--- config.mk ---
export PLATFORM = sky130hd
export DESIGN_NAME = image_io_controller
export DESIGN_NICKNAME = d
export VERILOG_FILES = /design/src/rtl/io_pkg.sv /design/src/rtl/io_skid_buffer.sv /design/src/rtl/image_io_controller.sv
export SDC_FILE = /design/constraint.sdc
export NUM_CORES = 1
export LEC_CHECK = 0
export BUFFER_PORTS_ARGS = -buffer_cell sky130_fd_sc_hd__buf_2
export CORE_ASPECT_RATIO = 1.75
export CORE_UTILIZATION = 45
export DETAILED_ROUTE_END_ITERATION = 12
export HOLD_SLACK_MARGIN = 0.1
export PLACE_DENSITY = 0.69
export SLEW_MARGIN = 40
export SYNTH_ARGS = -nofsm -noshare
export SYNTH_HDL_FRONTEND = slang
export SYNTH_SLANG_ARGS = --single-unit
--- constraint.sdc ---
create_clock -name clk_i -period 3.2 [get_ports clk_i]
set_clock_uncertainty 0.05 [all_clocks]
set_input_delay 0.48 -clock clk_i [delete_from_list [all_inputs] [get_ports clk_i]]
set_output_delay 0.48 -clock clk_i [all_outputs]
set_load 0.05 [all_outputs]
--- src/rtl/io_pkg.sv ---
// Shared definitions for the segmented data memory and its host-side I/O controller.
// Segment map: sine ROM, pixel-in, pixel-out, then the startIO word.
package io_pkg;

    typedef enum logic [2:0] {
        IDLE,
        LOAD,
        START,
        WAIT_DONE,
        DRAIN
    } io_state_t;

    localparam int unsigned SIN_BASE     = 0;
    localparam int unsigned IN_BASE      = 302;
    localparam int unsigned OUT_BASE     = 90302;
    localparam int unsigned STARTIO_ADDR = 180302;
    localparam int unsigned N_PIXELS     = 90000;

endpackage

--- src/rtl/io_skid_buffer.sv ---
// Two-entry valid/ready buffer on the drain path; the head register holds out_data
// steady while the host stalls.
module io_skid_buffer #(
    parameter int unsigned WIDTH = 24
) (
    input  logic             clk_i,
    input  logic             rst_i,
    input  logic             push_i,
    input  logic [WIDTH-1:0] push_data_i,
    output logic [1:0]       level_o,
    output logic             out_valid_o,
    input  logic             out_ready_i,
    output logic [WIDTH-1:0] out_data_o
);

    logic [1:0][WIDTH-1:0] data_q;
    logic                  wr_ptr_q;
    logic                  rd_ptr_q;
    logic [1:0]            level_q;
    logic                  push;
    logic                  pop;

    // The producer reserves space before issuing a read, so a full buffer never sees a push.
    assign push        = push_i && (level_q != 2'd2);
    assign pop         = out_valid_o && out_ready_i;
    assign out_valid_o = (level_q != 2'd0);
    assign out_data_o  = data_q[rd_ptr_q];
    assign level_o     = level_q;

    always_ff @(posedge clk_i) begin
        if (rst_i) begin
            data_q   <= '0;
            wr_ptr_q <= 1'b0;
            rd_ptr_q <= 1'b0;
            level_q  <= 2'd0;
        end else begin
            if (push) begin
                data_q[wr_ptr_q] <= push_data_i;
                wr_ptr_q         <= ~wr_ptr_q;
            end
            if (pop) begin
                rd_ptr_q <= ~rd_ptr_q;
            end
            level_q <= level_q + {1'b0, push} - {1'b0, pop};
        end
    end

endmodule

--- src/rtl/image_io_controller.sv ---
// Host-side image loader/drainer: fills the pixel-in segment, raises startIO, waits for
// the processor's done flag, then streams the pixel-out segment back to the host.
module image_io_controller #(
    parameter int unsigned WIDTH    = 24,
    parameter int unsigned N_PIXELS = 90000,
    parameter int unsigned IN_BASE  = 302,
    parameter int unsigned OUT_BASE = 90302
) (
    input  logic             clk_i,
    input  logic             rst_i,
    input  logic             go_i,
    input  logic             in_valid_i,
    output logic             in_ready_o,
    input  logic [WIDTH-1:0] in_data_i,
    output logic             mem_we_o,
    output logic [WIDTH-1:0] mem_addr_o,
    output logic [WIDTH-1:0] mem_wd_o,
    input  logic [WIDTH-1:0] mem_rd_i,
    output logic             start_io_o,
    input  logic             proc_done_i,
    output logic             out_valid_o,
    input  logic             out_ready_i,
    output logic [WIDTH-1:0] out_data_o,
    output logic             busy_o
);

    import io_pkg::*;

    localparam int unsigned IDX_W = (N_PIXELS > 2) ? $clog2(N_PIXELS) : 1;
    localparam logic [IDX_W-1:0] LAST = IDX_W'(N_PIXELS - 1);

    io_state_t        state_q;
    logic [IDX_W-1:0] idx_q;
    logic [IDX_W-1:0] out_idx_q;
    logic             rd_all_q;
    logic             pend_q;
    logic             in_ready_q;
    logic             start_io_q;
    logic             busy_q;

    logic             wr_fire;
    logic             pop;
    logic             issue;
    logic [1:0]       sb_level;
    logic             sb_valid;

    // Reset gates the write strobe combinationally so the reset cycle itself writes nothing.
    assign wr_fire = (state_q == LOAD) && in_valid_i && in_ready_q && !rst_i;
    assign pop     = sb_valid && out_ready_i;
    // A read is issued only if buffered + in-flight pixels still fit after this cycle's pop.
    assign issue   = (state_q == DRAIN) && !rd_all_q &&
                     (({1'b0, sb_level} + {2'b0, pend_q}) < (3'd2 + {2'b0, pop}));

    always_comb begin
        mem_addr_o = '0;
        mem_wd_o   = '0;
        case (state_q)
            LOAD: begin
                mem_addr_o = WIDTH'(IN_BASE) + WIDTH'(idx_q);
                mem_wd_o   = in_data_i;
            end
            DRAIN:   mem_addr_o = WIDTH'(OUT_BASE) + WIDTH'(idx_q);
            default: ;
        endcase
    end

    always_ff @(posedge clk_i) begin
        if (rst_i) begin
            state_q    <= IDLE;
            idx_q      <= '0;
            out_idx_q  <= '0;
            rd_all_q   <= 1'b0;
            pend_q     <= 1'b0;
            in_ready_q <= 1'b0;
            start_io_q <= 1'b0;
            busy_q     <= 1'b0;
        end else begin
            pend_q <= issue;
            case (state_q)
                IDLE: if (go_i) begin
                    state_q    <= LOAD;
                    idx_q      <= '0;
                    in_ready_q <= 1'b1;
                    busy_q     <= 1'b1;
                end
                LOAD: if (wr_fire) begin
                    if (idx_q == LAST) begin
                        state_q    <= START;
                        idx_q      <= '0;
                        in_ready_q <= 1'b0;
                        start_io_q <= 1'b1;
                    end else begin
                        idx_q <= idx_q + 1'b1;
                    end
                end
                START: begin
                    state_q <= WAIT_DONE;
                    idx_q   <= '0;
                end
                WAIT_DONE: if (proc_done_i) begin
                    state_q   <= DRAIN;
                    idx_q     <= '0;
                    out_idx_q <= '0;
                    rd_all_q  <= 1'b0;
                end
                DRAIN: begin
                    if (issue) begin
                        if (idx_q == LAST) rd_all_q <= 1'b1;
                        else               idx_q    <= idx_q + 1'b1;
                    end
                    if (pop) begin
                        if (out_idx_q == LAST) begin
                            state_q    <= IDLE;
                            idx_q      <= '0;
                            out_idx_q  <= '0;
                            rd_all_q   <= 1'b0;
                            start_io_q <= 1'b0;
                            busy_q     <= 1'b0;
                        end else begin
                            out_idx_q <= out_idx_q + 1'b1;
                        end
                    end
                end
                default: state_q <= IDLE;
            endcase
        end
    end

    io_skid_buffer #(.WIDTH(WIDTH)) u_skid (
        .clk_i       (clk_i),
        .rst_i       (rst_i),
        .push_i      (pend_q),
        .push_data_i (mem_rd_i),
        .level_o     (sb_level),
        .out_valid_o (sb_valid),
        .out_ready_i (out_ready_i),
        .out_data_o  (out_data_o)
    );

    assign mem_we_o    = wr_fire;
    assign in_ready_o  = in_ready_q;
    assign start_io_o  = start_io_q;
    assign out_valid_o = sb_valid;
    assign busy_o      = busy_q;

endmodule
=== Yosys cells after proc, flatten, opt, wreduce, memory -nomap -nowiden ===
Index checks and enable logic that the tools add are counted.

* Eq/ne operators: 13
* Div/mod/pow operators: 0
* Mux-type cells: 42
* Bitwise operators: 2
* Reduce and logical (&&, ||, !) cells: 24
* Shift operators: 0
* Order comparisons: 4
* Add/sub/neg operators: 8
* $mul: 0

{| class="wikitable"
|+ Operators with widths
! kind !! count
|-
| $mux 17 || 10
|-
| $mux 24 || 4
|-
| $pmux 17 s5 || 1
|-
| $bwmux 48 || 1
|-
| $pmux 18 s2 || 1
|-
| $add 17x1->17 const B || 2
|-
| $eq 17x17->1 const B || 2
|-
| $pmux 17 s2 || 1
|-
| $demux 24 s1 || 1
|-
| $add 17x17->18 const A || 1
|-
| $add 9x17->18 const A || 1
|-
| $mux 3 || 6
|-
| $pmux 3 s5 || 1
|-
| $mux 1 || 12
|-
| $reduce_and 4->1 || 3
|-
| $ne 2x2->1 const B || 5
|-
| $reduce_bool 2->1 || 5
|-
| $logic_and 1x1->1 || 8
|-
| $pmux 1 s2 || 4
|-
| $eq 3x2->1 const B || 2
|-
| $reduce_and 6->1 || 1
|-
| $reduce_and 5->1 || 1
|-
| $reduce_bool 5->1 || 1
|-
| $lt 1x2->1 const B || 2
|-
| other kinds (14) || 17
|}

* Flip-flop bits (word level): 94
* Output and inout bits: 77
* Latch bits: 0
* Input bits: 54
* RAM bits: 0
* Memories: 0
* Bits in read-only memories: 0

=== Longest topological paths before layout ===
* Depth after elaboration: 9
* Depth in mapped cells: 9
* Gate-level depth less buffers: 8

=== Cells and area by module ===
From an unflattened synthesis, not the netlist that was laid out.

* Cells, all modules: 731
* Area total of the unflattened synthesis: 5921.9 sq um

{| class="wikitable"
|+ Modules (own cells, without submodules)
! module !! cells each !! area each (sq um) !! instances
|-
| image_io_controller || 448 || 3223.1 || 1
|-
| io_skid_buffer || 283 || 2698.8 || 1
|}

=== Worst setup path after synthesis ===
No wires, ideal clock.

* Path kind: reg2out
* Start point: register state_q[2]
* End point: output mem_addr_o[17]
* Path buffers: 2
* Cell stages (with the launch flop): 10
* Slack: -0.387 ns
* Arrival: 3.057 ns
* Required time: 2.670 ns
* Path through: dfxtp_1 buf_4 nor3b_4 inv_4 clkbuf_1 ha_1 a41oi_1 nor2_1 o31ai_1 o21ai_0

* Word-level cells in the longest chain between the ends: 2

{| class="wikitable"
|+ Ends and longest elaborated chain
! element !! RTL line !! text
|-
| start, declared || image_io_controller.sv:32 || <nowiki>io_state_t state_q;</nowiki>
|-
| start signal, assigned || image_io_controller.sv:69 || <nowiki>state_q <= IDLE;</nowiki>
|-
| start signal, assigned || image_io_controller.sv:81 || <nowiki>state_q <= LOAD;</nowiki>
|-
| start signal, assigned || image_io_controller.sv:88 || <nowiki>state_q <= START;</nowiki>
|-
| $eq 3x3->1 or $eq 3x1->1 (tied branches) || image_io_controller.sv:57 || <nowiki>case (state_q)</nowiki>
|-
| $pmux 18 s2 * || image_io_controller.sv:57 ||
|-
| end, declared || image_io_controller.sv:16 || <nowiki>output logic [WIDTH-1:0] mem_addr_o,</nowiki>
|}

Mark *: on every way between the ends. The rest lies on a longest branch, timed or not.

=== Worst setup path in the final report ===
* Start point: register idx_q[2]
* End point: output mem_addr_o[15]

* Word-level cells in the longest chain between the ends: 2

{| class="wikitable"
|+ Ends and longest elaborated chain
! element !! RTL line !! text
|-
| start, declared || image_io_controller.sv:33 || <nowiki>logic [IDX_W-1:0] idx_q;</nowiki>
|-
| start signal, assigned || image_io_controller.sv:93 || <nowiki>idx_q <= idx_q + 1'b1;</nowiki>
|-
| start signal, assigned || image_io_controller.sv:109 || <nowiki>else idx_q <= idx_q + 1'b1;</nowiki>
|-
| $add 17x17->18 or $add 9x17->18 (tied branches) || image_io_controller.sv:62, image_io_controller.sv:59 ||
|-
| $pmux 18 s2 * || image_io_controller.sv:57 ||
|}

Marked as above.

==> summary.txt <==
Timing
  • Final setup viols: 0
  • Max-slew headroom: 0.4143
  • Worst-margin pin slew: 0.8767 ns
  • RSZ-0062 raised after global routing: yes
  • FMAX: 0.3191 GHz
  • Setup TNS: 0 ns
  • Worst Hold Slack: 0.3304 ns
  • Pins Over Slew Limit: 0
  • Final Hold Fails: 0
  • Fin crit period: 3.134 ns
  • Tcrit/Tclk final: 0.9793

Placed design
  • Placed instance area: 6225 um2
  • Routability congestion estimate: 0.9404
  • Port bufs: 124
  • Placed Instances: 959
  • Hpwl dp: 11140 um

Synth
  • Yosys Warn Count: 0
  • Mapped Avg Cell Area: 7.504 um2
  • Fraction of registers with async set/reset: 0
  • Post-synth EDFFs: 0
  • Cells after Synth: 727
  • Mux cell area share after synthesis: 0.05321
  • Main combinational cell family by area after synthesis: simple AND/OR/NAND/NOR gates
  • Synth Area in Compound Gates: 0.1722
  • Synth Area in XOR/XNOR: 0.03693
  • FF+latch count, synth: 94
  • Synth Area in Simple Gates: 0.3048
  • Cell Area, Synth: 5455 um2
  • Most common flop cell mapped by yosys: dfxtp_1
  • Seq/Total Area, Yosys: 0.3450
  • Synth cell types: 68
  • Adder and majority gate portion of the synthesized area: 0.02844

Drt
  • Initial drt markers: 305
  • Remaining DRCs: 0
  • DR vias/cell: 5.606
  • Routed wl met2: 8275 um
  • Top sig layer: met4
  • Length of the first detailed-routing pass in iterations: 5
  • Post-Route WL: 15200 um
  • Routed met1 length: 5845 um
  • Post-DRT Antenna Nets: 0
  • Met3 WL: 565 um
  • Vias: 5477
  • Wirelength per Cell: 15.56 um

Floorplanning
  • Core box area: 11710 um2
  • Die width: 85.23 um
  • Standard-cell rows: 52
  • Die ar.: 12580 um2
  • Starting Density: 0.4658
  • Chip height: 147.7 um
  • Boundary pin count: 131

Setup path
  • Crit path required time: 2.67 ns
  • Critical Path Fanout Max: 7
  • Reg2reg start: out_idx_q[0]
  • CP Launch Type: flop
  • Critical path capture point type: output pin
  • Crit path DAT: 2.60 ns
  • Reg2reg end: idx_q[14]
  • Worst Reg-to-Reg Cells: 8
  • Crit Path Category: reg2out
  • Register-to-register setup slack: 0.66 ns

Pwr
  • Comb pwr share: 0.140
  • Clk pwr share: 0.408
  • LEAKAGE: 2.693 nW
  • Sequential Power Share: 0.452
  • Power density over cell area: 397.4 nW/um2
  • Switching power: 0.7353 mW
  • Pint: 1.898 mW
  • Design Power: 2.634 mW
  • VDD IR max: 433.3 uV
  • Switch share: 0.2792

Global routing
  • Antenna violations before repair: 0
  • Total GRT Usage: 0.2413
  • First-pass GRT wire length: 24670 um
  • Grt ovf: 0
  • Number of global-route vias before repair: 5327
  • Largest net degree at the start of global routing: 65

Hold path
  • Min-delay src: mem_rd_i[6]
  • Hold depth: 3
  • Worst Hold End: u_skid.data_q[6]
  • Min-Delay Path Class: in2reg

CTS
  • H-Tree Depth: 3
  • Clock Tree Buf Depth: 2
  • Num CTS Buffers: 9
  • Root Driver: clkbuf_16
  • CTS tree: built
  • Sink Count: 94
  • Worst-path clk slew: 0.07 ns
  • Post-cts hold buffer count: 0
  • Skew-Pair Late Insertion Delay: 0.34 ns

Final layout
  • Post-Layout Cell Count: 977
  • Finished Cell Area: 6628 um2
  • Share of layout cells above drive strength 1: 0.2637
  • N_diodes: 0
  • Area Growth Syn to Fin: 21.49%
  • Nets: 902

Outcome
  • Status: complete, no violations

Job
  • Max Cap Viol: 0
[layout by cell type, fill, tap and decap left out, drive strengths merged, types with 4 or more instances in the layout]
master  synthesis  final
o21ai          30     30
nand4          11     11
and3            9      9
dfxtp          94     94
xor2            7      7
nor4            8      8
buf            13    147
conb            1      6
a21oi          74     74
a22oi           4      4
mux2           24     24
ha             10     10
a21o            4      4
xnor2          16     16
or2             4      4
and2           29     29
nor3b           6      6
nand2b          7      7
a211oi          6      6
nor2b           4      4
or3             8      8
inv            22     24
nor3           14     14
nand2         143    143
o211ai          5      5
nand3          18     18
clkbuf         41     11
nor2           65     65
[worst max-delay path, cell delays in order (launching register included)]
cell	delay, ns
dfxtp_1	0.37
inv_1	0.12
ha_2	0.21
nand2b_1	0.13
maj3_1	0.38
o2111a_1	0.28
a31oi_1	0.23
o21bai_1	0.16
a2bb2oi_2	0.14
clkbuf_4	0.24
[how the worst max path moves through the flow]
stage | startpoint | end | slack (ns) | cells past startpoint
floorplan | state_q[2] | mem_addr_o[17] | 0.009 | 9
finish | idx_q[2] | mem_addr_o[15] | 0.07 | 9
global route | idx_q[2] | mem_addr_o[17] | -0.008 | 9
global placement | state_q[2] | mem_addr_o[17] | 0.25 | 8
CTS | state_q[2] | mem_addr_o[14] | 0.01 | 10
detailed placement | state_q[2] | mem_addr_o[17] | 0.09 | 8
[repair_timing]
item | 4_1_cts | 5_1_grt
setup endpoints to repair | 8 | 7
pin swaps | 1 | 0
buffers inserted | 3 | 0
gates resized for setup | 6 | 16
[cell families after synthesis]
group                      after synthesis
xor gates and xnor gates                23
other                                    1
muxes                                   26
DFF                                     94
buffers and inverters                   76
and+or+nand+nor                        340
adders and majority gates               13
AOI/OAI and AO/OA                      154
[per-layer routing]
metal,vias to the layer above,GRT usage
met4,0,0.1127
met5,-,0
met2,148,0.4560
met1,2571,0.2574
li1,2719,-
met3,39,0.03573
[power by group through the flow]
stage	clock (mW)	combinational, mW	sequential, mW
finish	1.07	0.369	1.19
global route	1.14	0.393	1.19
floorplan	0	0.261	1.22
CTS	1.09	0.370	1.19
global placement	0	0.362	1.22
detailed placement	0	0.368	1.22
[sequential cells by signal (all words and copies together), names as in the netlist, 2 cells and up]
signal	cells
u_skid.data_q	48
idx_q	17
out_idx_q	17
state_q	3
u_skid.level_o	2
[synth_stat cells, drive strengths merged, types with 7 or more instances]
| cell type | count | area [um2] |
|---|---|---|
| xnor2 | 16 | 140.1 |
| dfxtp | 94 | 1882 |
| buf | 13 | 81.32 |
| nand3 | 18 | 90.09 |
| mux2 | 24 | 270.3 |
| and3 | 9 | 56.30 |
| inv | 22 | 85.08 |
| and2 | 29 | 181.4 |
| nor2 | 65 | 244.0 |
| clkbuf | 41 | 153.9 |
| ha | 10 | 125.1 |
| nand4 | 11 | 75.07 |
| nor4 | 8 | 77.57 |
| xor2 | 7 | 61.31 |
| o21ai | 30 | 150.1 |
| nand2b | 7 | 43.79 |
| or3 | 8 | 50.05 |
| nor3 | 14 | 81.33 |
| nand2 | 143 | 536.8 |
| a21oi | 74 | 374.1 |
[area by class of cell]
type | count | area [um2]
clock inverters | 6 | 71.32
repair buffers | 149 | 823.3
clock buffers | 9 | 225.2
well taps | 135 | 168.9
inverters | 22 | 85.08
flip-flops and latches | 94 | 1889
multi-input cells | 562 | 3364
fillers | 1100 | 5084
[per-stage QoR]
step / utilization / setup WS [ns]
6_report: 0.5659 / 0.06622
4_1_cts: 0.5603 / 0.01034
3_5_place_dp: 0.5315 / 0.09406
3_3_place_gp: 0.5312 / 0.2481
2_1_floorplan: - / 0.008922
5_1_grt: 0.5659 / -0.007956
Note: power is estimated with default switching activity, not from simulation.
